===== config.mk =====
export PLATFORM = sky130hd
export DESIGN_NAME = mio_bus_flat
export DESIGN_NICKNAME = d
export VERILOG_FILES = /design/src/rtl/mio_bus_if.sv /design/src/rtl/mio_bus.sv /design/src/flat_wrapper.sv
export SDC_FILE = /design/constraint.sdc
export NUM_CORES = 1
export LEC_CHECK = 0
export CORE_MARGIN = 3
export CORE_UTILIZATION = 38
export DETAILED_ROUTE_END_ITERATION = 8
export PLACE_DENSITY_LB_ADDON = 0.25
export SKIP_CTS_REPAIR_TIMING = 1
export SLEW_MARGIN = 20
export SYNTH_ARGS = -nofsm -noshare
export SYNTH_HDL_FRONTEND = slang
export SYNTH_SLANG_ARGS = --single-unit

===== constraint.sdc =====
create_clock -name clk -period 1.9 [get_ports clk]
set_input_delay 0.285 -clock clk [delete_from_list [all_inputs] [get_ports clk]]
set_output_delay 0.285 -clock clk [all_outputs]
set_load 0.02 [all_outputs]

===== src/rtl/mio_bus_if.sv =====
// CPU-side request/response bundle for mio_bus: the controller drives the master
// modport and mio_bus sits on the slave modport.
interface mio_bus_if;
  logic        MemRead;
  logic        MemWrite;
  logic        CPU_MIO;
  logic [31:0] addr_bus;
  logic [31:0] Data_out;
  logic [31:0] Data_in;
  logic        MIO_ready;

  modport master (
    output MemRead, MemWrite, CPU_MIO, addr_bus, Data_out,
    input  Data_in, MIO_ready
  );

  modport slave (
    input  MemRead, MemWrite, CPU_MIO, addr_bus, Data_out,
    output Data_in, MIO_ready
  );
endinterface


===== src/rtl/mio_bus.sv =====
// Memory/IO bus slave: decodes CPU requests to RAM or peripheral space, inserts wait
// states and returns a one-cycle MIO_ready. Define MIO_TIMEOUT_EN for io_ack/timeout mode.
module mio_bus #(
  parameter int RAM_AW   = 10,
  parameter int RAM_WAIT = 0,
  parameter int IO_WAIT  = 2,
  parameter int TIMEOUT  = 64
) (
  input  logic              clk,
  input  logic              reset,
  mio_bus_if.slave          cpu,
  output logic              ram_en,
  output logic              ram_we,
  output logic [RAM_AW-1:0] ram_addr,
  output logic [31:0]       ram_din,
  input  logic [31:0]       ram_dout,
  output logic              io_rd,
  output logic              io_we,
  output logic [31:0]       io_addr,
  output logic [31:0]       io_din,
`ifdef MIO_TIMEOUT_EN
  input  logic              io_ack,
  output logic              bus_err,
`endif
  input  logic [31:0]       io_dout
);

  typedef enum logic [1:0] {S_IDLE, S_ACCESS, S_WAIT, S_DONE} state_t;

  // Wait counts are 4 bits wide; larger parameters wrap mod 16.
  localparam logic [3:0] RAM_WC = 4'(RAM_WAIT);

  state_t      state_q, state_d;
  logic [3:0]  wcnt_q, wcnt_d;
  logic [3:0]  wc_sel;
  logic        sel_io_q, is_wr_q;
  logic        req, sel_io_in;
  logic [31:0] io_rdata;

  assign req       = (cpu.MemRead | cpu.MemWrite) & cpu.CPU_MIO;
  assign sel_io_in = (cpu.addr_bus[31:29] == 3'b111);

`ifdef MIO_TIMEOUT_EN
  localparam int TW = (TIMEOUT < 2) ? 1 : $clog2(TIMEOUT + 1);
  localparam logic [TW-1:0] TO_LD = TW'(TIMEOUT);

  logic [TW-1:0] tcnt_q, tcnt_d;
  logic          timed_out;

  // Ack on the expiry cycle wins over the timeout.
  assign timed_out = (state_q == S_WAIT) && sel_io_q && !io_ack && (tcnt_q == TW'(1));
  assign wc_sel    = RAM_WC;
  assign io_rdata  = timed_out ? 32'hDEAD_BEEF : io_dout;
`else
  localparam logic [3:0] IO_WC = 4'(IO_WAIT);

  assign wc_sel   = sel_io_q ? IO_WC : RAM_WC;
  assign io_rdata = io_dout;
`endif

  always_ff @(posedge clk) begin
    if (reset) begin
      state_q <= S_IDLE;
      wcnt_q  <= '0;
`ifdef MIO_TIMEOUT_EN
      tcnt_q  <= '0;
`endif
    end else begin
      state_q <= state_d;
      wcnt_q  <= wcnt_d;
`ifdef MIO_TIMEOUT_EN
      tcnt_q  <= tcnt_d;
`endif
    end
  end

  always_comb begin
    state_d = state_q;
    wcnt_d  = wcnt_q;
`ifdef MIO_TIMEOUT_EN
    tcnt_d  = tcnt_q;
`endif
    case (state_q)
      S_IDLE: if (req) state_d = S_ACCESS;
      S_ACCESS: begin
`ifdef MIO_TIMEOUT_EN
        if (sel_io_q) begin
          state_d = S_WAIT;
          tcnt_d  = TO_LD;
        end else
`endif
        if (wc_sel != 4'd0) begin
          state_d = S_WAIT;
          wcnt_d  = wc_sel;
        end else begin
          state_d = S_DONE;
        end
      end
      S_WAIT: begin
`ifdef MIO_TIMEOUT_EN
        if (sel_io_q) begin
          tcnt_d = tcnt_q - TW'(1);
          if (io_ack || (tcnt_q == TW'(1))) state_d = S_DONE;
        end else
`endif
        begin
          wcnt_d = wcnt_q - 4'd1;
          if (wcnt_q == 4'd1) state_d = S_DONE;
        end
      end
      S_DONE:  state_d = S_IDLE;
      default: state_d = S_IDLE;
    endcase
  end

  // Registered outputs; request fields are captured only on the accepting edge.
  always_ff @(posedge clk) begin
    if (reset) begin
      sel_io_q      <= 1'b0;
      is_wr_q       <= 1'b0;
      ram_en        <= 1'b0;
      ram_we        <= 1'b0;
      ram_addr      <= '0;
      ram_din       <= '0;
      io_rd         <= 1'b0;
      io_we         <= 1'b0;
      io_addr       <= '0;
      io_din        <= '0;
      cpu.Data_in   <= '0;
      cpu.MIO_ready <= 1'b0;
`ifdef MIO_TIMEOUT_EN
      bus_err       <= 1'b0;
`endif
    end else begin
      ram_en        <= 1'b0;
      ram_we        <= 1'b0;
      io_rd         <= 1'b0;
      io_we         <= 1'b0;
      cpu.MIO_ready <= (state_d == S_DONE);
      if ((state_q == S_IDLE) && req) begin
        sel_io_q <= sel_io_in;
        is_wr_q  <= cpu.MemWrite;
        if (sel_io_in) begin
          io_rd   <= ~cpu.MemWrite;
          io_we   <= cpu.MemWrite;
          io_addr <= cpu.addr_bus;
          io_din  <= cpu.Data_out;
        end else begin
          ram_en   <= 1'b1;
          ram_we   <= cpu.MemWrite;
          ram_addr <= cpu.addr_bus[RAM_AW+1:2];
          ram_din  <= cpu.Data_out;
        end
      end
      if ((state_d == S_DONE) && !is_wr_q)
        cpu.Data_in <= sel_io_q ? io_rdata : ram_dout;
`ifdef MIO_TIMEOUT_EN
      if (timed_out) bus_err <= 1'b1;
`endif
    end
  end

endmodule


===== src/flat_wrapper.sv =====
// flat-port wrapper written by rule: the top's interface ports become plain ports
module mio_bus_flat 
#(
  parameter int RAM_AW   = 10,
  parameter int RAM_WAIT = 0,
  parameter int IO_WAIT  = 2,
  parameter int TIMEOUT  = 64
)
  (clk, reset, ram_en, ram_we, ram_addr, ram_din, ram_dout, io_rd, io_we, io_addr, io_din, io_dout, cpu_MemRead, cpu_MemWrite, cpu_CPU_MIO, cpu_addr_bus, cpu_Data_out, cpu_Data_in, cpu_MIO_ready);
  mio_bus_if cpu_i ();
  input  logic clk;
  input  logic reset;
  output logic ram_en;
  output logic ram_we;
  output logic [RAM_AW-1:0] ram_addr;
  output logic [31:0] ram_din;
  input  logic [31:0] ram_dout;
  output logic io_rd;
  output logic io_we;
  output logic [31:0] io_addr;
  output logic [31:0] io_din;
  input  logic [31:0] io_dout;
  input wire logic [$bits(cpu_i.MemRead)-1:0] cpu_MemRead;
  input wire logic [$bits(cpu_i.MemWrite)-1:0] cpu_MemWrite;
  input wire logic [$bits(cpu_i.CPU_MIO)-1:0] cpu_CPU_MIO;
  input wire logic [$bits(cpu_i.addr_bus)-1:0] cpu_addr_bus;
  input wire logic [$bits(cpu_i.Data_out)-1:0] cpu_Data_out;
  output wire logic [$bits(cpu_i.Data_in)-1:0] cpu_Data_in;
  output wire logic [$bits(cpu_i.MIO_ready)-1:0] cpu_MIO_ready;
  assign cpu_i.MemRead = cpu_MemRead;
  assign cpu_i.MemWrite = cpu_MemWrite;
  assign cpu_i.CPU_MIO = cpu_CPU_MIO;
  assign cpu_i.addr_bus = cpu_addr_bus;
  assign cpu_i.Data_out = cpu_Data_out;
  assign cpu_Data_in = cpu_i.Data_in;
  assign cpu_MIO_ready = cpu_i.MIO_ready;
  mio_bus #(.RAM_AW(RAM_AW), .RAM_WAIT(RAM_WAIT), .IO_WAIT(IO_WAIT), .TIMEOUT(TIMEOUT)) u_core (.clk(clk), .reset(reset), .cpu(cpu_i), .ram_en(ram_en), .ram_we(ram_we), .ram_addr(ram_addr), .ram_din(ram_din), .ram_dout(ram_dout), .io_rd(io_rd), .io_we(io_we), .io_addr(io_addr), .io_din(io_din), .io_dout(io_dout));
endmodule

* Word-level counts from Yosys, hierarchy flattened
Cells that the tools add are included.
** Operators by class
- Add/sub/neg operators :: 1
- Eq/ne operators :: 7
- Muxes and demuxes :: 9
- Bitwise gates (word level) :: 5
- Reductions and logical operators :: 12
** Operators by type and width (count)
- 32-bit 2-to-1 mux :: 1
- 2-bit one-hot mux with 4 select lines :: 1
- 4-bit one-hot mux with 2 select lines :: 1
- 2-bit equality test (second input constant) :: 3
- 2-bit 2-to-1 mux :: 3
- 2-bit AND reduction :: 3
- 3-bit OR reduction :: 2
- 4-bit by 1-bit equality test with 1-bit output (second input constant) :: 1
- 4-bit 2-to-1 mux :: 1
- 4-bit nonzero test :: 1
- 4-bit by 1-bit subtractor with 4-bit output (second input constant) :: 1
- 3-bit equality test (second input constant) :: 1
- 1-bit NOT :: 3
- 2-bit by 1-bit equality test with 1-bit output (second input constant) :: 1
- 1-bit logical AND :: 2
- 2-bit logical NOT :: 1
- 1-bit 2-to-1 mux :: 2
- 2-bit by 1-bit inequality test with 1-bit output (second input constant) :: 1
- 2-bit nonzero test :: 1
- 2-bit OR reduction :: 1
- 1-bit AND :: 1
- 1-bit logical NOT :: 1
- 1-bit bitwise OR :: 1
** Storage, ports and cells
- Register bits :: 151
- Input bits :: 133
- Logic and storage cells :: 48

* Logic depth before layout (Yosys ltp)
Gate-level depths: netlist of the first run.
- Depth after elaboration :: 6
- Gate-level depth with buffers :: 8
- Mapped depth without buffers :: 6

* Least setup slack after synthesis of the first run
Ideal clock, no wire load.
- Path type :: flip-flop to flip-flop
- From :: reg u_core.state_q[0]
- To :: reg u_core.cpu.Data_in[10]
- Setup time :: 0.121 ns
- Data arrival time :: 1.967 ns
- Data required time :: 1.779 ns
- Slack :: -0.188 ns
- Cell stages (with the launch flop) :: 9
- Path buffers :: 2
- Cell sequence :: dfxtp_1 inv_1 ha_1 nand4bb_1 a32o_1 or3b_1 buf_6 buf_12 mux2_4
** On the way
- Cells in the longest elaborated chain, start to end :: 4
- Elaborated cells between the ends (all ways) :: 9
- Classes of those cells :: eq/ne: 4; mux: 3; reduce/logical: 2
** Ends and longest elaborated chain
- start, declared :: RTL line mio_bus.sv:33 : state_t state_q, state_d;
- start signal, assigned :: RTL line mio_bus.sv:69 : state_q <= state_d;
- 2-bit equality test, or another cell as far along :: RTL line mio_bus.sv:83 : case (state_q)
- 2-bit one-hot mux with 4 select lines * :: RTL line mio_bus.sv:83
- 2-bit equality test * :: RTL line mio_bus.sv:155 : if ((state_d == S_DONE) && !is_wr_q)
- 1-bit logical AND * :: RTL line mio_bus.sv:155
- end signal, assigned :: RTL line mio_bus.sv:156 : cpu.Data_in <= sel_io_q ? io_rdata : ram_dout;
- end, declared :: RTL line mio_bus_if.sv:19 : output Data_in, MIO_ready
Every way passes the cells marked *; elsewhere a longest branch is shown, timed or not.
A chain may end at the register's enable or synchronous reset.

* Worst setup path in the final report of the first run
- From :: reg u_core.state_q[0]
- To :: reg u_core.cpu.Data_in[21]
Same word-level chain as after synthesis.

==> flow_metrics.env, run 1 <==
export IMPL_slowest_stage="or3b_4"
export IMPL_total_power_mw=11.3
export IMPL_failed_checks="setup timing"
export IMPL_swShare=0.310
export IMPL_grt_overflow=0
export IMPL_synth_edf_count=0
export IMPL_multi_input_area_um2=2820
export IMPL_async_reset_ff_frac=0
export IMPL_drt_wl_total_um=17900
export IMPL_ys_seq_elements=151
export IMPL_wl_met3_um=1230
export IMPL_crit_chain="inv_4, ha_2, nor2b_1, a32o_2, or3b_4, buf_12, mux2_4"
export IMPL_final_setup_worst_slack_ns=-0.103
export IMPL_p_int_mw=7.78
export IMPL_vdd_drop_max_uv=826
export IMPL_syn_area_um2=6060
export IMPL_min_period_over_period=1.05
export IMPL_numPortBuffers=275
export IMPL_antenna_cells=0
export IMPL_clk_path_buf_depth=2
export IMPL_power_density_nw_per_um2=1140
export IMPL_viasPerCell=4.68
export IMPL_worstPathArrival_ns=2.30
export IMPL_top_layer_used="met4"
export IMPL_combinationalPowerShare=0.369
export IMPL_dr_wl_met2_um=8840
export IMPL_yosysTopAreaCell="dfxtp_1"
export IMPL_max_cap_violations=0
export IMPL_drv_slew=0
export IMPL_drc=0
export IMPL_fin_skew_ns=0.00839
export IMPL_rsz0062_at_grt="yes"
export IMPL_grt_pass1_wl_um=26900
export IMPL_p_sw_mw=3.50
export IMPL_cp_slowest_stage_delay_ns=0.43
export IMPL_finalSetupViolCount=32
export IMPL_start_kind="flop"
export IMPL_die_w_um=132
export IMPL_die_y_um=132
export IMPL_grt_pass1_vias=5253
export IMPL_fin_crit_ns=2.00
export IMPL_vias=5629
export IMPL_clock_latency_ns=0.42
export IMPL_path_max_fanout=16
export IMPL_hp_class="in -> reg"
export IMPL_ys_seq_area_frac=0.499
export IMPL_area_growth_pct=63.1
export IMPL_met1_length_um=7420
export IMPL_setup_worst_path_class="reg -> reg"
export IMPL_yosysTopAreaCellShare=0.499
export IMPL_die_area_um2=17500
export IMPL_grt_max_degree=46
export IMPL_max_freq_mhz=499
export IMPL_finalHoldViolCount=0
export IMPL_p_seq_frac=0.348
export IMPL_h_tree_depth=4
export IMPL_place_gp_congestion=0.782
export IMPL_postSynthAreaPerCell_um2=8.68
export IMPL_row_count=45
export IMPL_antenna_found_initial=0
export IMPL_fill_cells=1348
export IMPL_grt_usage=0.189
export IMPL_clkTransAtPathRegs_ns=0.06
export IMPL_place_hpwl_um=12100
export IMPL_power_leakage_nw=3.64
export IMPL_syn_inst=698
export IMPL_clkPwrFrac=0.283
export IMPL_ys_flop_type="dfxtp_1"
export IMPL_wl_per_cell_um=14.9
export IMPL_tritoncts="done"
export IMPL_cp_required_ns=2.20
export IMPL_coreArea_um2=15400
export IMPL_drtIter0Drc=209
export IMPL_final_nets=1117
export IMPL_start_util=0.393
export IMPL_cts_root_buf="clkbuf_16"
export IMPL_ys_warn_count=0
export IMPL_tightest_slew_ns=0.590
export IMPL_final_antenna_net_count=0
export IMPL_whs_ns=0.388
export IMPL_status="finished with violations"
export IMPL_synthTopCellsByArea="dfxtp_1 (50%), nand2_1 (13%), a21oi_1 (9.0%), mux2_4 (7.4%), mux2i_1 (5.3%)"
export IMPL_place_ws_ns=-0.452
export IMPL_regArea_um2=3030
export IMPL_syn_num_nets=837
export IMPL_cts_made_buffers=17
export IMPL_dr_pass1_iters=5
export IMPL_synth_cell_types=32
export IMPL_drive_above_1_share=0.118
export IMPL_critPathCaptureType="flop"
export IMPL_cts_sinks=151
export IMPL_pin_count=276
export IMPL_relSlewSlack=0.607
## worst max-delay path, delay by kind of cell (launching register included)
family          cells  cell delay, ns
compound gates      1            0.23
mux                 1            0.30
simple gates        2            0.56
fa+ha+maj           1            0.17
flops               1            0.38
buf+inv             2            0.24
## placed cells by master (no fill, tap or decap), drive strengths merged
cell and instances:
clkinvlp 3, nor2 41, inv 6, clkbuf 25, a31o 1, or2 1
and2 2, buf 34, a21oi 109, o21ai 4, nor4b 1, nor2b 37
mux2i 32, a22oi 1, nor3b 1, nor4 1, mux2 32, ha 6
nor3 1, clkinv 5, dfxtp 151, nand2 210, nand4bb 1, or3b 1
nand3 3, clkdlybuf4s50 274, or3 1, o211ai 1, a32o 1, bufinv 1
nand2b 4
## final cells by class
| type | count | area share |
|---|---|---|
| well taps | 211 | 0.0267 |
| repair buffers | 312 | 0.324 |
| clock buffers | 21 | 0.0466 |
| flip-flops and latches | 151 | 0.306 |
| multi-input cells | 492 | 0.285 |
| inverters | 4 | 0.00177 |
| clock inverters | 11 | 0.0100 |
## cell families after synthesis
logic type	synth area share
AOI/OAI and AO/OA	0.0989
adders and majority gates	0.0124
buffers and inverters	0.0456
DFF	0.499
muxes	0.131
and+or+nand+nor	0.213
## Yosys cell counts, types with 3 or more instances
master and number:
inv_1 4, nand3_1 3, nor2_1 41, nor2b_1 37
buf_12 3, o21ai_0 4, mux2i_1 32, dfxtp_1 151
nand2_1 210, mux2_4 30, ha_1 6, a21oi_1 109
nand2b_1 3, buf_2 5, clkbuf_1 39
## layer usage
layer  global-route usage  vias to the layer above
met5                    0                        -
met4               0.0733                        0
met3               0.0725                       30
met2                0.317                      174
met1                0.219                     2590
li1                     -                     2835
## state kept, by name, indices dropped and copies added (netlist names), 2 cells and up
signal	count
u_core.state_q	2
u_core.ram_addr	10
u_core.cpu.Data_in	32
u_core.io_addr	32
u_core.ram_din	32
u_core.io_din	32
u_core.wcnt_q	4
## power groups by stage
stage	logic, mW	clock network (mW)	registers (mW)
finish	4.16	3.20	3.93
global route	4.42	3.38	3.99
CTS	3.98	3.27	3.93
detailed placement	3.97	0	3.99
global placement	3.94	0	3.98
floorplan	1.85	0	4.53
## stage by stage
stage,instances,setup TNS [ns],utilization,cell area (µm²)
global route,1202,-3.92,0.641,9890
finish,1202,-2.78,0.641,9890
global placement,1163,-23.86,0.595,9190
detailed placement,1163,-26.10,0.595,9190
floorplan,698,-1.82,-,6100
CTS,1195,-6.00,0.632,9750
## path summary, 6_finish.rpt
kind                 startpoint                      to  slack (ns)  cells after the start
max           u_core.state_q[0]  u_core.cpu.Data_in[21]       -0.10                      7
min reg2reg  u_core.io_addr[13]      u_core.io_addr[13]        0.45                      2
max reg2reg   u_core.state_q[0]  u_core.cpu.Data_in[21]       -0.10                      7
min                       reset  u_core.cpu.Data_in[31]        0.39                      3
Note: power is estimated with default switching activity, not from simulation.
==> inputs of run 2 (changes only) <==
- CTS_CLUSTER_DIAMETER: unset -> 150
==> results of run 2 <==
Final layout, timing and power as in run 1 (identical DEF).
